==> config.mk <==
export PLATFORM = sky130hd
export DESIGN_NAME = perf_counter_display
export DESIGN_NICKNAME = d
export VERILOG_FILES = /design/src/rtl/perf_disp_pkg.sv /design/src/rtl/hex_to_seg7.sv /design/src/rtl/perf_counter_display.sv
export SDC_FILE = /design/constraint.sdc
export NUM_CORES = 1
export LEC_CHECK = 0
export BUFFER_PORTS_ARGS = -buffer_cell sky130_fd_sc_hd__buf_2
export CAP_MARGIN = 0
export CORE_MARGIN = 5
export CORE_UTILIZATION = 30
export DETAILED_ROUTE_END_ITERATION = 8
export PLACE_DENSITY_LB_ADDON = 0.12
export SETUP_SLACK_MARGIN = 0.2
export SYNTH_ARGS = -nofsm -noshare
export SYNTH_HDL_FRONTEND = slang
export SYNTH_SLANG_ARGS = --single-unit
==> constraint.sdc <==
create_clock -name clk -period 2.5 [get_ports clk]
set_input_delay 0.125 -clock clk [delete_from_list [all_inputs] [get_ports clk]]
set_output_delay 0.125 -clock clk [all_outputs]
set_load 0.1 [all_outputs]
==> src/rtl/perf_disp_pkg.sv <==
// Shared definitions for the performance-counter display: source select
// codes, display geometry and the hex-to-seven-segment pattern table.
package perf_disp_pkg;

  localparam int DATA_W     = 32;
  localparam int NUM_DIGITS = 8;
  localparam int NIB_W      = 4;
  localparam int IDX_W      = 3;

  // Source select encoding on the sel port
  typedef enum logic [1:0] {
    SEL_DISP   = 2'b00,
    SEL_CYCLE  = 2'b01,
    SEL_BRANCH = 2'b10,
    SEL_JMP    = 2'b11
  } sel_t;

  // Segment field with every segment dark (active-low)
  localparam logic [6:0] SEG_BLANK = 7'h7F;

  // Active-low {g,f,e,d,c,b,a} pattern for one hex digit
  function automatic logic [6:0] hex2seg(input logic [3:0] nibble);
    logic [6:0] pattern;
    case (nibble)
      4'h0:    pattern = 7'h40;
      4'h1:    pattern = 7'h79;
      4'h2:    pattern = 7'h24;
      4'h3:    pattern = 7'h30;
      4'h4:    pattern = 7'h19;
      4'h5:    pattern = 7'h12;
      4'h6:    pattern = 7'h02;
      4'h7:    pattern = 7'h78;
      4'h8:    pattern = 7'h00;
      4'h9:    pattern = 7'h10;
      4'hA:    pattern = 7'h08;
      4'hB:    pattern = 7'h03;
      4'hC:    pattern = 7'h46;
      4'hD:    pattern = 7'h21;
      4'hE:    pattern = 7'h06;
      default: pattern = 7'h0E;
    endcase
    return pattern;
  endfunction

endpackage

==> src/rtl/hex_to_seg7.sv <==
// Combinational decoder from one hex nibble to its active-low
// seven-segment pattern {g,f,e,d,c,b,a}.
module hex_to_seg7
  import perf_disp_pkg::*;
(
  input  logic [3:0] nibble,
  output logic [6:0] pattern
);

  // Table lookup shared with the rest of the display logic
  always_comb begin
    pattern = hex2seg(nibble);
  end

endmodule

==> src/rtl/perf_counter_display.sv <==
// Selects one of four 32-bit counter/display sources into a hold register
// (optionally frozen) and scans it as eight hex digits onto an active-low
// multiplexed seven-segment display.
module perf_counter_display
  import perf_disp_pkg::*;
#(
  parameter int SCAN_DIV = 100000,
  parameter int BLANK_LZ = 0
)(
  input  logic              clk,
  input  logic              clr,
  input  logic [1:0]        sel,
  input  logic              freeze,
  input  logic [DATA_W-1:0] disp_data,
  input  logic [DATA_W-1:0] count_cycle,
  input  logic [DATA_W-1:0] count_b,
  input  logic [DATA_W-1:0] count_j,
  output logic [DATA_W-1:0] shown,
  output logic [7:0]        an,
  output logic [7:0]        seg
);

  // A divide-by-one prescaler still needs a one-bit register
  localparam int               PRE_W   = (SCAN_DIV > 1) ? $clog2(SCAN_DIV) : 1;
  localparam logic [PRE_W-1:0] PRE_MAX = PRE_W'(SCAN_DIV - 1);

  logic [DATA_W-1:0] src;
  logic [DATA_W-1:0] hold;
  logic [PRE_W-1:0]  pre;
  logic              tick;
  logic [IDX_W-1:0]  idx;
  logic [DATA_W-1:0] shifted;
  logic [NIB_W-1:0]  nibble;
  logic [6:0]        pattern;
  logic              blank;
  logic [7:0]        an_next;
  logic [7:0]        seg_next;

  // Source multiplexer driven by sel
  always_comb begin
    src = disp_data;
    case (sel)
      SEL_DISP:   src = disp_data;
      SEL_CYCLE:  src = count_cycle;
      SEL_BRANCH: src = count_b;
      SEL_JMP:    src = count_j;
      default:    src = disp_data;
    endcase
  end

  // Hold register: tracks the selected source unless frozen
  always_ff @(posedge clk) begin
    if (clr) begin
      hold <= '0;
    end else if (!freeze) begin
      hold <= src;
    end
  end

  assign shown = hold;

  // Prescaler sets how long each digit stays lit
  always_ff @(posedge clk) begin
    if (clr) begin
      pre <= '0;
    end else if (tick) begin
      pre <= '0;
    end else begin
      pre <= pre + 1'b1;
    end
  end

  assign tick = (pre == PRE_MAX);

  // Digit index walks right to left and wraps naturally after digit 7
  always_ff @(posedge clk) begin
    if (clr) begin
      idx <= '0;
    end else if (tick) begin
      idx <= idx + 1'b1;
    end
  end

  // Pick the nibble for the current digit; the shifted word doubles as the
  // leading-zero test since everything from this digit upward is in it
  always_comb begin
    shifted = hold >> {idx, 2'b00};
    nibble  = shifted[NIB_W-1:0];
    blank   = (BLANK_LZ != 0) && (idx != '0) && (shifted == '0);
  end

  hex_to_seg7 u_hex_to_seg7 (
    .nibble  (nibble),
    .pattern (pattern)
  );

  // Next display drive: one-hot-low digit enable, pattern, freeze marker
  always_comb begin
    an_next       = ~(8'b1 << idx);
    seg_next[6:0] = blank ? SEG_BLANK : pattern;
    seg_next[7]   = ~((idx == '0) && freeze);
  end

  // Registered outputs keep the pin drive glitch-free; reset darkens all
  always_ff @(posedge clk) begin
    if (clr) begin
      an  <= 8'hFF;
      seg <= 8'hFF;
    end else begin
      an  <= an_next;
      seg <= seg_next;
    end
  end

endmodule

==> results.toml, run 1 <==
[sta]
tightest_slew_ns = 0.768
period_minus_slack_ns = 2.13
slew_headroom_pct = 48.8
fin_worst_skew_ns = 0.00353
final-max-slew-violation-count = 0
rsz0062_at_grt = "no"
tns_ns = 0
hold_viol = 0
fmax_mhz = 470
period_share_pct = 85.1
setup_viol = 0

[worst_setup_path]
critical_path_class = "register to register"
start_kind = "register"
path_delay_family = "multiplexers"
path_cells = "mux4_2 -> mux2i_4 -> inv_1 -> ha_1 -> a21boi_2 -> a2111oi_2 -> a31oi_1"
reg2reg_slack_ns = 0.37
r2r_start = "idx[0]$_SDFFE_PP0N_"
r2r_cells = 7
regToRegEndpoint = "seg[3]$_SDFF_PP1_"
worstPathArrival_ns = 2.32
critPathSlowestCell = "mux4_2"
cpPeakStageDelay_ns = 0.54
crit_required_ns = 2.69
cp-end-kind = "register"
path_buf_inv = 1
cp_max_fo = 5

[clock_tree]
post-cts-setup-buffer-count = 0
cts.path.max_buffers = 2
hold_buffers = 0
cts_made_buffers = 9
htree_levels = 3
clkSinkCount = 68
path_clk_slew_ns = 0.05
insertion_delay_ns = 0.32
cts_resized = 0
cts-root-buf = "clkbuf_16"
tritoncts = "done"

[power]
finalPower_w = 0.00321
p_per_area_nw_per_um2 = 620
ir_drop_uv = 369
leakagePower_nw = 2.33

[worst_hold_path]
hold_depth = 4
hold_end = "shown[28]$_SDFFE_PP0N_"
hold_class = "input pin to register"
min_from = "disp_data[28]"

[detailed_routing]
drc_errors = 0
drt_iter0_drc = 93
first_pass_iters = 4
via_count = 3185
route.detailed.wl_per_inst_um = 16.0
totalWireLength_mm = 11.0
viasPerCell = 4.64
ant_nets = 0

[floorplan]
coreArea_um2 = 12200
rows = 40
fp.dieW_um = 122
dieHeight_um = 122
dieArea_um2 = 14900
start_util_pct = 30.9
io_pins = 181

[synth]
netlist_area_um2 = 3760
synth_seq_cells = 68
synth_area_per_cell_um2 = 11.2
syn-num-nets = 481
yosys.area.top_type = "dfxtp_1"
yosysTopAreaCellShare_pct = 36.2
synth_warnings = 0
synth_edf_count = 0
synthArstFlopShare_pct = 0
ys_seq_area_share_pct = 36.2
yosysUniqueCellTypes = 47
synth_area_leaders = "dfxtp_1 36%, mux4_2 22%, mux2i_1 9.9%"
synth_cells = 335
synth_flop_cell = "dfxtp_1"

[grt]
grt_pass1_wl_mm = 17.3
grt_usage_pct = 14.9
overflow = 0
antenna_found_initial = 0
grt_pass1_vias = 3497
grt_max_degree = 42

[final_layout]
nFillCells = 1157
seq_area_um2 = 1380
final_common_cell = "buf_2"
area_delta_synth_final_pct = 37.4
design_area_um2 = 5170
layout_common_cells = "180 x buf_2, 60 x nor2_1, 51 x dfxtp_1"
drive_above_1_share_pct = 52.2
multi_input_area_um2 = 2290
antennaDiodeCount = 0
layout.nets = 660

[run_status]
outcome = "finished, final reports clean"

[place]
place_hpwl_mm = 9.10
port_buffers = 180
gp_congestion = 0.774
placed_cell_area_um2 = 4880

[run]
maxCapViolCount = 0
-- flip-flops by register name, indices dropped and copies added (netlist names) --
name and cells:
pre 17, seg 8, an 8, shown 32, idx 3
-- cell families after synthesis --
logic type	Yosys count	synth area share, %
multiplexers	80	34.9
XOR/XNOR	16	3.73
adder cells (fa/ha/maj)	13	4.33
AO/OA/AOI/OAI	24	4.63
flip-flops	68	36.2
AND/OR/NAND/NOR	107	12.7
buffers and inverters	27	3.49
-- worst max path at each step --
| stage | from | slack (ns) | cells after the start | end |
|---|---|---|---|---|
| final | idx[0]$_SDFFE_PP0N_ | 0.37 | 7 | seg[3]$_SDFF_PP1_ |
| after global routing | idx[0]$_SDFFE_PP0N_ | 0.23 | 7 | seg[3]$_SDFF_PP1_ |
| after CTS | idx[0]$_SDFFE_PP0N_ | 0.23 | 8 | seg[3]$_SDFF_PP1_ |
| after detailed placement | idx[0]$_SDFFE_PP0N_ | 0.25 | 8 | seg[3]$_SDFF_PP1_ |
| after global placement | idx[0]$_SDFFE_PP0N_ | 0.36 | 8 | seg[3]$_SDFF_PP1_ |
| after floorplan | idx[0]$_SDFFE_PP0N_ | 0.23 | 8 | seg[3]$_SDFF_PP1_ |
-- cell usage after synthesis, drive strengths merged (3+ instances only) --
cell    count
mux4       38
xnor2       8
nand2      20
o21ai       7
o221ai      3
dfxtp      68
nor2       60
mux2i      39
mux2        3
a21oi       5
clkbuf     10
inv         8
nand3       9
ha         13
buf         9
xor2        8
nor3        3
-- worst min-delay path, stage by stage --
cell and delay [ns]:
buf_2 0.07, mux4_2 0.21, mux2i_1 0.06, nor2_1 0.07
-- power breakdown --
group	switching [W]	internal [W]
combinational	0.000596	0.000279
clock	0.000445	0.000695
sequential	0.0000437	0.00115
-- layer usage --
| metal | GRT usage [%] | wire length, um | up-vias |
|---|---|---|---|
| met5 | 0 | 0 | - |
| met4 | 4.27 | 80 | 0 |
| met3 | 4.41 | 760 | 4 |
| met2 | 24.9 | 5410 | 125 |
| met1 | 18.8 | 4710 | 1478 |
| li1 | - | - | 1578 |
-- per-stage QoR --
step	util (%)	worst slack, ns	cells	hold slack [ns]
2_1_floorplan	-	0.229	335	0.302
3_3_place_gp	40.1	0.356	671	0.444
3_5_place_dp	40.1	0.247	671	0.458
4_1_cts	42.4	0.228	687	0.244
5_1_grt	42.5	0.228	687	0.253
6_report	42.5	0.372	687	0.252
-- final cells by class --
| type | count | share of cell area (%) |
|---|---|---|
| clock buffer | 12 | 4.77 |
| timing repair buffer | 187 | 19.0 |
| tap | 168 | 4.07 |
| inverter | 8 | 0.581 |
| multi-input combinational | 240 | 44.3 |
| clock inverter | 4 | 0.484 |
| sequential | 68 | 26.8 |
Power figures use the tool's default switching activity.
==> inputs of run 2 (changes only) <==
- CORE_MARGIN: 5 -> 2
- RECOVER_POWER: not set -> 25
- SETUP_SLACK_MARGIN: 0.2 -> 0.3
==> run 2 against run 1 <==
- the run now ends with max-capacitance violations, max-slew violations left
- global-route usage grew 1.5 points
- die area shrank 9.6%
- utilization grew 0.79 points
- clock power grew 20%
- hold slack lost 0.063 ns
- sequential share of layout area shrank 0.38 points
- sequential cell count is the same
- sequential power is essentially flat
- setup slack lost 0.090 ns
- critical path type unchanged
- largest power group is now the clock network
==> results.toml, run 2 (synthesized netlist as in run 1, its figures left out) <==
[floorplan]
coreArea_um2 = 12100
dieArea_um2 = 13400
start_util_pct = 31.0
fp.dieW_um = 116
dieHeight_um = 116
io_pins = 181
rows = 40

[clock_tree]
cts_made_buffers = 9
path_clk_slew_ns = 0.06
tritoncts = "done"
cts.path.max_buffers = 2
clkSinkCount = 68
cts-root-buf = "clkbuf_16"
insertion_delay_ns = 0.33
htree_levels = 3

[place]
dp.cells = 671
gp_congestion = 0.825
place_hpwl_mm = 8.68
port_buffers = 180

[worst_setup_path]
start_kind = "register"
critical_path_class = "register to register"
worstPathArrival_ns = 2.41
cpPeakStageDelay_ns = 0.57
cp_max_fo = 5
path_delay_family = "multiplexers"
cp-end-kind = "register"
critPathSlowestCell = "mux4_2"
path_cells = "mux4_2 -> mux2i_4 -> inv_1 -> ha_1 -> a21boi_1 -> a2111oi_2 -> a31oi_1"
path_buf_inv = 1
crit_required_ns = 2.70

[final_layout]
multi_input_area_um2 = 2290
layout.nets = 666
fin_util_pct = 43.3
seq_area_um2 = 1380
layout_common_cells = "169 x buf_2, 60 x nor2_1, 51 x dfxtp_1"
drive_above_1_share_pct = 50.7
nFillCells = 1177
area_delta_synth_final_pct = 39.4
antennaDiodeCount = 0
fin_cells = 693
largest_reg_flops = 32
final_common_cell = "buf_2"

[grt]
grt_pass1_wl_mm = 16.7
grt_max_degree = 42
grt_pass1_vias = 3189
grt_usage_pct = 16.4
overflow = 0
antenna_found_initial = 0

[sta]
hold_viol = 0
rsz0062_at_grt = "yes"
tns_ns = 0
setup_viol = 0
final-max-slew-violation-count = 33
slew_headroom_pct = -18.9
period_minus_slack_ns = 2.22
fmax_mhz = 451
period_share_pct = 88.7
tightest_slew_ns = 1.78
fin_worst_skew_ns = 0.0102

[run]
maxCapViolCount = 1

[detailed_routing]
wl_met3_um = 860
drc_errors = 0
totalWireLength_mm = 10.9
first_pass_iters = 4
viasPerCell = 4.69
via_count = 3248
dr_wl_met2_mm = 5.47
route.detailed.wl_per_inst_um = 15.8
drt_iter0_drc = 107
ant_nets = 0
highest_layer = "met4"
wl_met1_mm = 4.55

[power]
leakagePower_nw = 2.37
ir_drop_uv = 362
p_per_area_nw_per_um2 = 659

[run_status]
violations = "max-capacitance violations, max-slew violations"
outcome = "complete, but fails checks"

[worst_hold_path]
hold_class = "input pin to register"
==> run 2: cell count changes in the layout (fill, tap and decap cells not counted), sizes merged <==
cell      change
clkbuf        +9
buf           -5
bufinv        +2
clkinv        +2
clkinvlp      -2
==> run 2: stage by stage <==
stage | power, W | worst slack, ns | hold WS, ns | instance area (um2)
after floorplan | 0.00187 | 0.318 | 0.302 | 3790
after global placement | 0.00209 | 0.300 | 0.443 | 4870
after detailed placement | 0.00210 | 0.215 | 0.452 | 4870
after CTS | 0.00347 | 0.335 | 0.191 | 5210
after global routing | 0.00360 | 0.153 | 0.209 | 5240
final | 0.00345 | 0.282 | 0.189 | 5240
==> run 2: worst register-to-register path, cell delays in order, from the launching register on <==
cell	delay (ns)
dfxtp_1	0.47
mux4_2	0.57
mux2i_4	0.18
inv_1	0.12
ha_1	0.22
a21boi_1	0.15
a2111oi_2	0.31
a31oi_1	0.07
==> run 2: power breakdown <==
group          switching, W  internal (W)  total (W)  leakage, nW
clock              0.000474      0.000900    0.00137        0.162
combinational      0.000605      0.000283   0.000889         1.64
sequential        0.0000408       0.00115    0.00119        0.564
total               0.00112       0.00233    0.00345         2.37
==> run 2: worst paths after layout <==
path,startpoint,end,slack (ns),depth (start not counted)
max,idx[1]$_SDFFE_PP0N_,seg[3]$_SDFF_PP1_,0.28,7
min,freeze,seg[7]$_SDFF_PP1_,0.19,2
max reg2reg,idx[1]$_SDFFE_PP0N_,seg[3]$_SDFF_PP1_,0.28,7
min reg2reg,pre[0]$_SDFF_PP0_,pre[0]$_SDFF_PP0_,0.47,1
==> run 2: timing repair <==
item,in CTS,in global routing
hold buffers,0,0
gates cloned,0,0
setup endpoints to repair,1,4
setup buffers,1,5
gates resized for setup,2,2
==> run 2: final cells by class <==
| type | count | area share, % |
|---|---|---|
| Multi-Input combinational cell | 240 | 43.6 |
| Sequential cell | 68 | 26.4 |
| Timing Repair Buffer | 193 | 19.2 |
| Clock buffer | 10 | 4.56 |
| Tap cell | 168 | 4.01 |
| Clock inverter | 6 | 1.67 |
| Inverter | 8 | 0.573 |
==> run 2: metal layers <==
| metal | track usage, % | vias to the layer above |
|---|---|---|
| li1 | - | 1590 |
| met1 | 20.6 | 1525 |
| met2 | 27.5 | 129 |
| met3 | 5.39 | 4 |
| met4 | 4.05 | 0 |
| met5 | 0 | - |
==> inputs of run 3 (changes only) <==
- CORE_UTILIZATION: 30 -> 25
==> run 3 against run 2 <==
- the flow still finishes with violations (max-capacitance violations, max-slew violations)
- count of clock-buffer cells in the layout up 2
- global-route usage fell by 2.8 points
- setup slack improved by 0.073 ns
- hold slack worse by 0.076 ns
- register-to-register slack gained 0.07 ns
==> results.toml, run 3 (synthesized netlist as in run 1, its figures left out) <==
[final_layout]
largest_reg_flops = 32
layout.nets = 667
final_common_cell = "buf_2"
drive_above_1_share_pct = 52.1
layout_common_cells = "176 x buf_2, 60 x nor2_1, 51 x dfxtp_1"
fin_cells = 710
antennaDiodeCount = 0
fin_util_pct = 36.0
area_delta_synth_final_pct = 39.7
design_area_um2 = 5250

[worst_setup_path]
start_kind = "register"
critical_path_class = "register to register"
cp-end-kind = "register"
crit_required_ns = 2.68
r2r_start = "idx[0]$_SDFFE_PP0N_"
r2r_cells = 7
cp_max_fo = 12
regToRegEndpoint = "seg[4]$_SDFF_PP1_"
reg2reg_slack_ns = 0.35
worstPathArrival_ns = 2.33

[floorplan]
coreArea_um2 = 14600
fp.dieW_um = 127
dieHeight_um = 127
dieArea_um2 = 16000
rows = 44
io_pins = 181
start_util_pct = 25.8

[detailed_routing]
drc_errors = 0
totalWireLength_mm = 11.0
ant_nets = 0
first_pass_iters = 5
route.detailed.wl_per_inst_um = 15.5
drt_iter0_drc = 143
via_count = 3251
viasPerCell = 4.58

[power]
p_per_area_nw_per_um2 = 636
seq_power_share_pct = 35.4
switchingPower_w = 0.00109
clkPwrFrac_pct = 37.8
sw_frac_of_total_pct = 32.5
internal_power_w = 0.00225
combPwrFrac_pct = 26.8
ir_drop_uv = 333
leakagePower_nw = 2.37

[run_status]
outcome = "complete, but fails checks"
violations = "max-capacitance violations, max-slew violations"

[place]
placed_cell_area_um2 = 4900
dp_slack_ns = 0.234
port_buffers = 180
gp_congestion = 0.754
dp.cells = 688
place_hpwl_mm = 9.04

[clock_tree]
cts-root-buf = "clkbuf_16"
tritoncts = "done"
htree_levels = 3
hold_buffers = 0
insertion_delay_ns = 0.32
path_clk_slew_ns = 0.05
cts.path.max_buffers = 2
cts_made_buffers = 9
clkSinkCount = 68

[sta]
tightest_slew_ns = 1.71
slew_headroom_pct = -14.0
final-max-slew-violation-count = 33
fin_worst_skew_ns = 0.00936
rsz0062_at_grt = "no"
tns_ns = 0
hold_viol = 0
period_share_pct = 85.8
period_minus_slack_ns = 2.15
setup_viol = 0
finalWorstSetupSlack_ns = 0.355
fmax_mhz = 466

[grt]
overflow = 0
grt_pass1_wl_mm = 17.1
grt_pass1_vias = 3318
grt_max_degree = 35
grt_usage_pct = 13.6
antenna_found_initial = 0

[worst_hold_path]
hold_end = "shown[26]$_SDFFE_PP0N_"
min_from = "clr"
hold_class = "input pin to register"
hold_depth = 2

[run]
maxCapViolCount = 1
-- run 3: cell types whose count changed in the layout (fill, tap and decap cells not counted), moves of 2 or more --
cell,delta
buf_2,+7
clkinv_4,-2
buf_4,+2
clkbuf_1,-6
-- run 3: power by group through the flow --
stage                     Clock, W  Sequential, W  Combinational [W]
after floorplan                  0        0.00160           0.000271
after global placement           0        0.00121           0.000886
after detailed placement         0        0.00121           0.000891
after CTS                  0.00130        0.00119           0.000894
after global routing       0.00135        0.00119           0.000949
final                      0.00126        0.00118           0.000895
-- run 3: through the flow --
step	total power [W]	hold slack [ns]
final	0.00334	0.113
after floorplan	0.00187	0.302
after detailed placement	0.00210	0.447
after global placement	0.00210	0.444
after CTS	0.00338	0.114
after global routing	0.00350	0.123
-- run 3: area by class of cell --
class	count	area (um2)
multi-input cells	240	2290
clock buffers	12	256
clock inverters	4	47.5
repair buffers	194	1020
well taps	184	230
fillers	1471	9340
flip-flops and latches	68	1390
inverters	8	30.0
-- run 3: how the worst max path moves through the flow --
stage	from	to	cells past startpoint
2_1_floorplan	idx[0]$_SDFFE_PP0N_	seg[3]$_SDFF_PP1_	8
3_3_place_gp	idx[1]$_SDFFE_PP0N_	seg[3]$_SDFF_PP1_	7
3_5_place_dp	idx[1]$_SDFFE_PP0N_	seg[3]$_SDFF_PP1_	7
4_1_cts	idx[1]$_SDFFE_PP0N_	seg[3]$_SDFF_PP1_	7
5_1_grt	idx[0]$_SDFFE_PP0N_	seg[0]$_SDFF_PP1_	6
6_report	idx[0]$_SDFFE_PP0N_	seg[4]$_SDFF_PP1_	7
-- run 3: per-layer routing --
| layer | wire (um) | global-route usage [%] | vias up |
|---|---|---|---|
| met2 | 5330 | 23.0 | 132 |
| met4 | 195 | 4.65 | 0 |
| met1 | 4580 | 16.5 | 1500 |
| li1 | - | - | 1603 |
| met3 | 911 | 4.22 | 16 |
| met5 | 0 | 0 | - |
-- run 3: critical path: stages, from the launching register on --
cell and delay, ns:
dfxtp_1 0.42, buf_6 0.21, mux4_1 0.64, mux2i_4 0.31
buf_4 0.18, nand2_1 0.04, o21ai_0 0.08, o221ai_1 0.13
-- run 3: repair_timing --
action	CTS	global route
pin swaps	0	1
setup buffers	1	5
gates cloned	0	0
resized for setup	0	4
endpoints found under the setup margin	1	5
hold endpoints to repair	0	0
